===== config.mk =====
export PLATFORM = sky130hd
export DESIGN_NAME = multicycle_alu
export DESIGN_NICKNAME = d
export VERILOG_FILES = /design/src/rtl/multicycle_alu.sv
export SDC_FILE = /design/constraint.sdc
export NUM_CORES = 1
export LEC_CHECK = 0
export CORE_ASPECT_RATIO = 1.5
export CORE_MARGIN = 4
export CORE_UTILIZATION = 55
export CTS_CLUSTER_SIZE = 30
export DETAILED_ROUTE_END_ITERATION = 10
export DONT_BUFFER_PORTS = 1
export GPL_TIMING_DRIVEN = 0
export PLACE_DENSITY = 0.8
export SKIP_CTS_REPAIR_TIMING = 1
export SLEW_MARGIN = 25
export SYNTH_ARGS = -nofsm -noshare
export SYNTH_HDL_FRONTEND = slang
export SYNTH_SLANG_ARGS = --single-unit

===== constraint.sdc =====
create_clock -name clk -period 3.6 [get_ports clk]
set_clock_uncertainty 0.15 [all_clocks]
set_input_delay 0.72 -clock clk [delete_from_list [all_inputs] [get_ports clk]]
set_output_delay 0.72 -clock clk [all_outputs]
set_load 0.05 [all_outputs]

===== src/rtl/multicycle_alu.sv =====
// -----------------------------------------------------------------------------
// multicycle_alu
//   Registered ALU with a start/done handshake. FWD/ADD/AND/OR/SUB finish in a
//   single cycle. SLL/SRA shift one bit per cycle, and MUL is an unsigned
//   shift-add multiplier that runs for WIDTH cycles. RESULT and the flags are
//   updated only when the FSM enters FIN, and they hold until the next FIN.
//
// Ports
//   clk       in   1      clock, all state changes on posedge
//   reset     in   1      synchronous, active-high reset
//   start     in   1      request, sampled only while not in RUN
//   select    in   3      opcode, latched on acceptance
//   data1     in   WIDTH  operand A, latched on acceptance
//   data2     in   WIDTH  operand B or shift amount, latched on acceptance
//   busy      out  1      high in RUN and FIN (after acceptance up to DONE)
//   done      out  1      one-cycle pulse in FIN
//   result    out  WIDTH  registered result
//   zero      out  1      result == 0
//   carry     out  1      ADD carry out; SUB 1 = no borrow; else 0
//   overflow  out  1      ADD/SUB signed overflow; MUL upper half != 0
// -----------------------------------------------------------------------------
module multicycle_alu #(
   parameter int WIDTH = 8,
   parameter int CNT_W = $clog2(WIDTH) + 1
) (
   input  logic             clk,
   input  logic             reset,
   input  logic             start,
   input  logic [2:0]       select,
   input  logic [WIDTH-1:0] data1,
   input  logic [WIDTH-1:0] data2,
   output logic             busy,
   output logic             done,
   output logic [WIDTH-1:0] result,
   output logic             zero,
   output logic             carry,
   output logic             overflow
);

   typedef enum logic [1:0] {IDLE, RUN, FIN} state_t;

   localparam logic [2:0] OP_FWD = 3'b000;
   localparam logic [2:0] OP_ADD = 3'b001;
   localparam logic [2:0] OP_AND = 3'b010;
   localparam logic [2:0] OP_OR  = 3'b011;
   localparam logic [2:0] OP_SUB = 3'b100;
   localparam logic [2:0] OP_SLL = 3'b101;
   localparam logic [2:0] OP_SRA = 3'b110;
   localparam logic [2:0] OP_MUL = 3'b111;

   state_t               state, state_nxt;
   logic [2:0]           op_q;
   logic [WIDTH-1:0]     mcand_q;
   logic [2*WIDTH-1:0]   acc, acc_step;
   logic [CNT_W-1:0]     cnt, shamt;
   logic [WIDTH:0]       mul_sum, add_full, sub_full;
   logic [WIDTH-1:0]     quick_res;
   logic                 quick_c, quick_v;
   logic                 accept, multi_start, last_step;

   // Requests are taken in IDLE and in FIN, which allows back-to-back ops.
   assign accept = start && (state != RUN);

   // Shift count saturates at WIDTH; B is unsigned.
   assign shamt = (data2 >= WIDTH'(WIDTH)) ? CNT_W'(WIDTH) : data2[CNT_W-1:0];

   // A zero-length shift is a single-cycle op.
   assign multi_start = accept &&
                        ((select == OP_MUL) ||
                         (((select == OP_SLL) || (select == OP_SRA)) && (shamt != '0)));

   assign last_step = (state == RUN) && (cnt == CNT_W'(1));

   // ---------------- FSM ----------------
   always_ff @(posedge clk) begin
      if (reset) state <= IDLE;
      else       state <= state_nxt;
   end

   always_comb begin
      // NOTE: every signal gets a default before the case so no latch is inferred.
      state_nxt = state;
      busy      = 1'b0;
      done      = 1'b0;
      case (state)
         IDLE: begin
            if (accept) state_nxt = multi_start ? RUN : FIN;
         end
         RUN: begin
            busy = 1'b1;
            if (cnt == CNT_W'(1)) state_nxt = FIN;
         end
         FIN: begin
            busy = 1'b1;
            done = 1'b1;
            if (accept) state_nxt = multi_start ? RUN : FIN;
            else        state_nxt = IDLE;
         end
         default: state_nxt = IDLE;
      endcase
   end

   // ---------------- single-cycle results ----------------
   always_comb begin
      add_full  = {1'b0, data1} + {1'b0, data2};
      // A + ~B + 1: the top bit is the "no borrow" carry.
      sub_full  = {1'b0, data1} + {1'b0, ~data2} + (WIDTH+1)'(1);
      quick_res = '0;
      quick_c   = 1'b0;
      quick_v   = 1'b0;
      case (select)
         OP_FWD: quick_res = data2;
         OP_ADD: begin
            quick_res = add_full[WIDTH-1:0];
            quick_c   = add_full[WIDTH];
            quick_v   = (data1[WIDTH-1] == data2[WIDTH-1]) &&
                        (add_full[WIDTH-1] != data1[WIDTH-1]);
         end
         OP_AND: quick_res = data1 & data2;
         OP_OR:  quick_res = data1 | data2;
         OP_SUB: begin
            quick_res = sub_full[WIDTH-1:0];
            quick_c   = sub_full[WIDTH];
            quick_v   = (data1[WIDTH-1] != data2[WIDTH-1]) &&
                        (sub_full[WIDTH-1] != data1[WIDTH-1]);
         end
         OP_SLL, OP_SRA: quick_res = data1;   // only reached with n = 0
         default:        quick_res = '0;      // MUL never completes here
      endcase
   end

   // ---------------- iterative step ----------------
   // MUL: acc = {partial product, remaining multiplier bits}; add the
   // multiplicand to the upper half when the multiplier LSB is set, then
   // shift everything right by one.
   always_comb begin
      mul_sum  = {1'b0, acc[2*WIDTH-1:WIDTH]} + (acc[0] ? {1'b0, mcand_q} : '0);
      acc_step = acc;
      case (op_q)
         OP_SLL:  acc_step[WIDTH-1:0] = {acc[WIDTH-2:0], 1'b0};
         OP_SRA:  acc_step[WIDTH-1:0] = {acc[WIDTH-1], acc[WIDTH-1:1]};
         OP_MUL:  acc_step = {mul_sum, acc[WIDTH-1:1]};
         default: acc_step = acc;
      endcase
   end

   // ---------------- datapath registers ----------------
   always_ff @(posedge clk) begin
      // NOTE: sequential state uses non-blocking assignments so every register
      // samples the pre-edge values regardless of statement order.
      if (reset) begin
         op_q     <= '0;
         mcand_q  <= '0;
         acc      <= '0;
         cnt      <= '0;
         result   <= '0;
         zero     <= 1'b0;
         carry    <= 1'b0;
         overflow <= 1'b0;
      end else if (accept) begin
         op_q    <= select;
         mcand_q <= data1;
         cnt     <= (select == OP_MUL) ? CNT_W'(WIDTH) : shamt;
         acc     <= (select == OP_MUL) ? {{WIDTH{1'b0}}, data2}
                                       : {{WIDTH{1'b0}}, data1};
         if (!multi_start) begin
            result   <= quick_res;
            zero     <= (quick_res == '0);
            carry    <= quick_c;
            overflow <= quick_v;
         end
      end else if (state == RUN) begin
         acc <= acc_step;
         cnt <= cnt - CNT_W'(1);
         if (last_step) begin
            result   <= acc_step[WIDTH-1:0];
            zero     <= (acc_step[WIDTH-1:0] == '0);
            carry    <= 1'b0;
            overflow <= (op_q == OP_MUL) && (|acc_step[2*WIDTH-1:WIDTH]);
         end
      end
   end

endmodule


# Word-level counts from Yosys, hierarchy flattened

Cells that the tools add are included.

Bits in registers: 44
Input bits: 22
Output and inout port bits: 13
Word-level logic and storage cells: 96

Equality and inequality tests: 21
Bitwise logic cells: 3
$add $sub $neg: 5
Magnitude comparators: 1
Reduce and logical (&&, ||, !) cells: 21
Muxes and demuxes: 36

Operators by type and width:

| kind                                                                                | count |
|---|---|
| 8-bit two-way mux                                                                   | 7 |
| 8-bit one-hot mux with 6 select lines                                               | 1 |
| 16-bit two-way mux                                                                  | 2 |
| 8-bit by 8-bit adder with 9-bit output                                              | 3 |
| 8-bit one-hot mux with 3 select lines                                               | 1 |
| 3-bit equality test, second input constant                                          | 7 |
| 8-bit zero test                                                                     | 2 |
| 4-bit two-way mux                                                                   | 4 |
| 1-bit two-way mux                                                                   | 14 |
| 9-bit by 1-bit adder with 9-bit output, second input constant                       | 1 |
| 8-bit AND                                                                           | 1 |
| 8-bit by 4-bit greater-or-equal comparator with 1-bit output, second input constant | 1 |
| 2-bit two-way mux                                                                   | 4 |
| 8-bit NOT                                                                           | 1 |
| 8-bit bitwise OR                                                                    | 1 |
| 8-bit OR reduction                                                                  | 1 |
| 1-bit logical AND                                                                   | 7 |
| 3-bit by 2-bit equality test with 1-bit output, second input constant               | 2 |
| 2-bit one-hot mux with 3 select lines                                               | 1 |
| 4-bit by 1-bit equality test with 1-bit output, second input constant               | 1 |
| 2-bit by 1-bit != test with 1-bit output, second input constant                     | 2 |
| 2-bit != test, second input constant                                                | 2 |
| 1-bit one-hot mux with 2 select lines                                               | 2 |
| 2-bit nonzero test                                                                  | 2 |
| other kinds (13)                                                                    | 17 |

# Longest topological paths before layout

Depth after elaboration: 9
Depth in mapped cells: 12
Depth with buffers taken out: 11

# Worst setup path before layout

Ideal clock, no wire load.

Path kind: flip-flop to flip-flop
Start: register acc[0]
End: register overflow
Setup slack: 0.644 ns
Data arrival time: 2.687 ns
Cell stages (with the launch flop): 13
Setup time: 0.120 ns
Buffers on the path: 1
Clock period less this slack: 2.956 ns
Data required time: 3.330 ns
Cell sequence: dfxtp_1 clkbuf_1 and2_1 ha_1 inv_1 fa_1 nand2b_1 a21oi_1 xor2_1 or4b_1 a211oi_1 a21oi_1 a211o_1

Longest elaborated chain between the ends: 8

RTL lines:

| what                                   | line | RTL |
|---|---|---|
| start: declaration                     | 54   | `logic [2*WIDTH-1:0] acc, acc_step;` |
| start signal: assignment               | 164  | `acc <= (select == OP_MUL) ? {{WIDTH{1'b0}}, data2}` |
| start signal: assignment               | 173  | `acc <= acc_step;` |
| 8-bit two-way mux                      | 137  | `mul_sum = {1'b0, acc[2*WIDTH-1:WIDTH]} + (acc[0] ? {1'b0, mcand_q} : '0);` |
| 8-bit by 8-bit adder with 9-bit output | 137  |  |
| 8-bit two-way mux                      | 139  | `case (op_q)` |
| 8-bit OR reduction                     | 179  | `overflow <= (op_q == OP_MUL) && (\|acc_step[2*WIDTH-1:WIDTH]);` |
| 1-bit logical AND                      | 179  |  |
| 1-bit two-way mux                      | 175  | `if (last_step) begin` |
| 1-bit two-way mux                      | 172  | `end else if (state == RUN) begin` |
| 1-bit two-way mux                      | 160  | `end else if (accept) begin` |
| end signal: assignment                 | 170  | `overflow <= quick_v;` |
| end signal: assignment                 | 179  |  |
| end: declaration                       | 37   | `output logic overflow` |

Every way passes these cells. The select of a mux whose other input is x is not followed.
A chain may end at the register's enable or synchronous reset.

# Worst setup path after layout

Same ends and word-level chain as after synthesis.

==> metrics.md <==
| Metric | Value |
|---|---|
| Detail Placement HPWL | `9100 um` |
| Number of global-route vias before repair | `4082` |
| Vias | `4023` |
| Cell family with most CP delay | `simple AND/OR/NAND/NOR gates` |
| Synth Flop Type | `dfxtp_1` |
| Main combinational cell family by area after synthesis | `compound AO/OA/AOI/OAI gates` |
| Clock edge transition at the registers on the reported setup and hold paths | `0.09 ns` |
| Fillers | `622` |
| Routed wire length | `11500 um` |
| CP dominant cell by count | `a21oi_1` |
| Worst EP required | `3.66 ns` |
| Row count | `37` |
| Clock Latency Late Sink | `0.31 ns` |
| Critical Path Slowest Stage Cell | `or4b_1` |
| Sequential-to-total area share from yosys stat | `22.5%` |
| Global-route wire length before repair | `18900 um` |
| Setup TNS Final | `0 ns` |
| Commonest non-fill, non-tap cell in the layout | `nor2_1` |
| RSZ-0062 raised after global routing | `no` |
| CTS root buf | `clkbuf_8` |
| Critical path buffers and inverters | `2` |
| Synth Register Bits | `44` |
| Gr ovfl total | `0` |
| Flop-to-flop setup slack | `0.17 ns` |
| Crit path capture type | `flip-flop` |
| Worst-path cell chain | `clkbuf_1 > and2_1 > ha_1 > inv_1 > fa_1 > nand2b_1 > a21oi_1 > xor2_1 > or4b_1 > a211oi_1 > a21oi_1 > a211o_1` |
| Clk sinks | `44` |
| Final Cycle Share | `95.2%` |
| Critical Path End | `overflow` |
| Initial antenna violation count | `0` |
| Post-Syn Area per Cell | `7.57 um^2` |
| Routability cong. | `1.00` |
| Hold Crit Class | `flip-flop to flip-flop` |
| Htree depth | `2` |
| Synth Warn # | `0` |
| Total power | `1410 uW` |
| Setup-failing EPs final | `0` |
| Die Wd | `77.0 um` |
| Leakage | `0.00175 uW` |
| Slew HR | `49.4%` |
| Post-synthesis simple-gate area fraction | `21.1%` |
| Die Span Y | `111 um` |
| Core area | `0.00690 mm^2` |
| Worst Path Arrival | `3.48 ns` |
| Worst Path Max Fanout | `10` |
| Status | `completed` |
| Max incr delay on CP | `0.52 ns` |
| Largest net degree at the start of global routing | `14` |
| Worst Reg-to-Reg Cells | `12` |
| Fraction of layout cells with a size suffix above 1 | `5.89%` |
| Critical Setup Path Class | `flip-flop to flip-flop` |
| Synthesized instance count | `518` |
| Commonest cells after routing, fill and taps aside | `66 x nor2_1, 58 x a21oi_1, 47 x nand2_1` |
| Ys async rst share | `0%` |
| # diodes | `0` |
| Post-Synth Adder-Cell Area | `13.7%` |
| Clock period minus worst slack | `3.43 ns` |
| Worst r2r dst | `overflow` |
| GR Util All Layers | `27.0%` |
| CP Launch Type | `flip-flop` |
| Max_cap viols | `0` |
| Number of remaining DRC errors | `0` |
| Synthesized Nets | `581` |
| Port bufs | `0` |
| Slew Viols, Final | `0` |
| Max Buffers Root-to-Sink | `2` |
| Worst slew pin tran | `0.757 ns` |
| I/O pins | `35` |
| Worst VDD drop | `192 uV` |
| 1st-pass router iterations | `5` |
| Synth Area in Compound Gates | `29.9%` |
| CTS tree | `done` |
| XOR/XNOR Fraction of Synth Area | `2.68%` |
| Routed wire per std cell | `19.1 um` |
| Starting Density | `56.9%` |
| DR iter-0 viols | `370` |
| Netlist Area Pre-Place | `0.00392 mm^2` |
| Cts bufs inserted | `5` |
| Cell Pwr Density | `342 mW/mm^2` |
| Achievable Freq | `292 MHz` |
| CP startpoint | `acc[0]` |
| Die area | `0.00858 mm^2` |
| Layout area overhead | `5.23%` |
| Mux cell area share after synthesis | `3.67%` |
| Worst R2R Start | `acc[0]` |
| Final hold viol count | `0` |
| Via density | `6.66` |
| Yosys cell types | `68` |
| Final antenna-violating net count | `0` |
| EDFF count, synth | `0` |
| Critical path depth | `12` |
| Fin nets | `588` |
[where the power goes]
group          switching (uW)  internal [uW]  total (uW)
combinational             284            165         450
sequential               64.7            520         585
clock                     172            206         378
total                     522            891        1410
[registers in the layout (all words and copies together), names as in the netlist]
name and flops:
mcand_q 8, op_q 3, result 8, zero 1, state 2, cnt 4
acc 16, carry 1, overflow 1
[routing by layer]
metal  track usage (%)  wire [um]  part of all wire (%)
met5                 0          0                     0
met3              3.64        762                   6.6
met1              27.0       4110                    36
met4              21.2        743                   6.5
met2              49.2       5890                    51
[logic make-up (layout without fill, tap and decap cells)]
group                      count (synthesis)  in the layout
buffers and inverters                     62             70
muxes                                     13             13
and+or+nand+nor                          176            176
adders and majority gates                 41             41
AOI/OAI and AO/OA                        170            170
DFF                                       44             44
xor gates and xnor gates                  12             12
[worst min path at each step]
| stage | from | end | slack (ns) | depth (start not counted) |
|---|---|---|---|---|
| 2_1_floorplan | mcand_q[0] | mcand_q[0] | 0.28 | 2 |
| 3_3_place_gp | mcand_q[2] | mcand_q[2] | 0.29 | 2 |
| 3_5_place_dp | mcand_q[3] | mcand_q[3] | 0.29 | 2 |
| 4_1_cts | mcand_q[3] | mcand_q[3] | 0.30 | 2 |
| 5_1_grt | mcand_q[1] | mcand_q[1] | 0.33 | 2 |
| 6_report | mcand_q[3] | mcand_q[3] | 0.30 | 2 |
[metrics by stage]
| stage | util [%] | area, um^2 | instances | hold WS (ns) | setup WS (ns) |
|---|---|---|---|---|---|
| 5_1_grt | 59.8 | 4130 | 604 | 0.328 | 0.0254 |
| 6_report | 59.8 | 4130 | 604 | 0.302 | 0.172 |
| 3_5_place_dp | 58.3 | 4020 | 596 | 0.293 | 0.231 |
| 4_1_cts | 59.8 | 4130 | 604 | 0.304 | 0.193 |
| 2_1_floorplan | - | 3920 | 518 | 0.282 | 0.644 |
| 3_3_place_gp | 58.3 | 4020 | 596 | 0.291 | 0.282 |
[Yosys cell counts (9+ instances only)]
master	count	area, um^2
a211oi_1	16	120
a21oi_1	58	290
a22o_1	10	87.6
a22oi_1	9	67.6
clkbuf_1	20	75.1
dfxtp_1	44	881
ha_1	38	475
inv_1	31	116
mux2i_1	11	110
nand2_1	47	176
nor2_1	66	248
nor3_1	9	45.0
o21ai_0	10	50.1
[tightest hold or removal path: stages, from the launching register on]
cell	delay [ns]
dfxtp_1	0.31
nand2_1	0.05
a21oi_1	0.05
[final cells by class]
class	instances	area (um^2)	area share, %
clock inverters	2	35.0	0.849
plain buffers	30	139	3.36
multi-input cells	412	2780	67.4
clock buffers	6	72.6	1.76
flip-flops and latches	44	881	21.3
inverters	32	120	2.91
well taps	78	97.6	2.36
(Power assumes the default switching activity.)
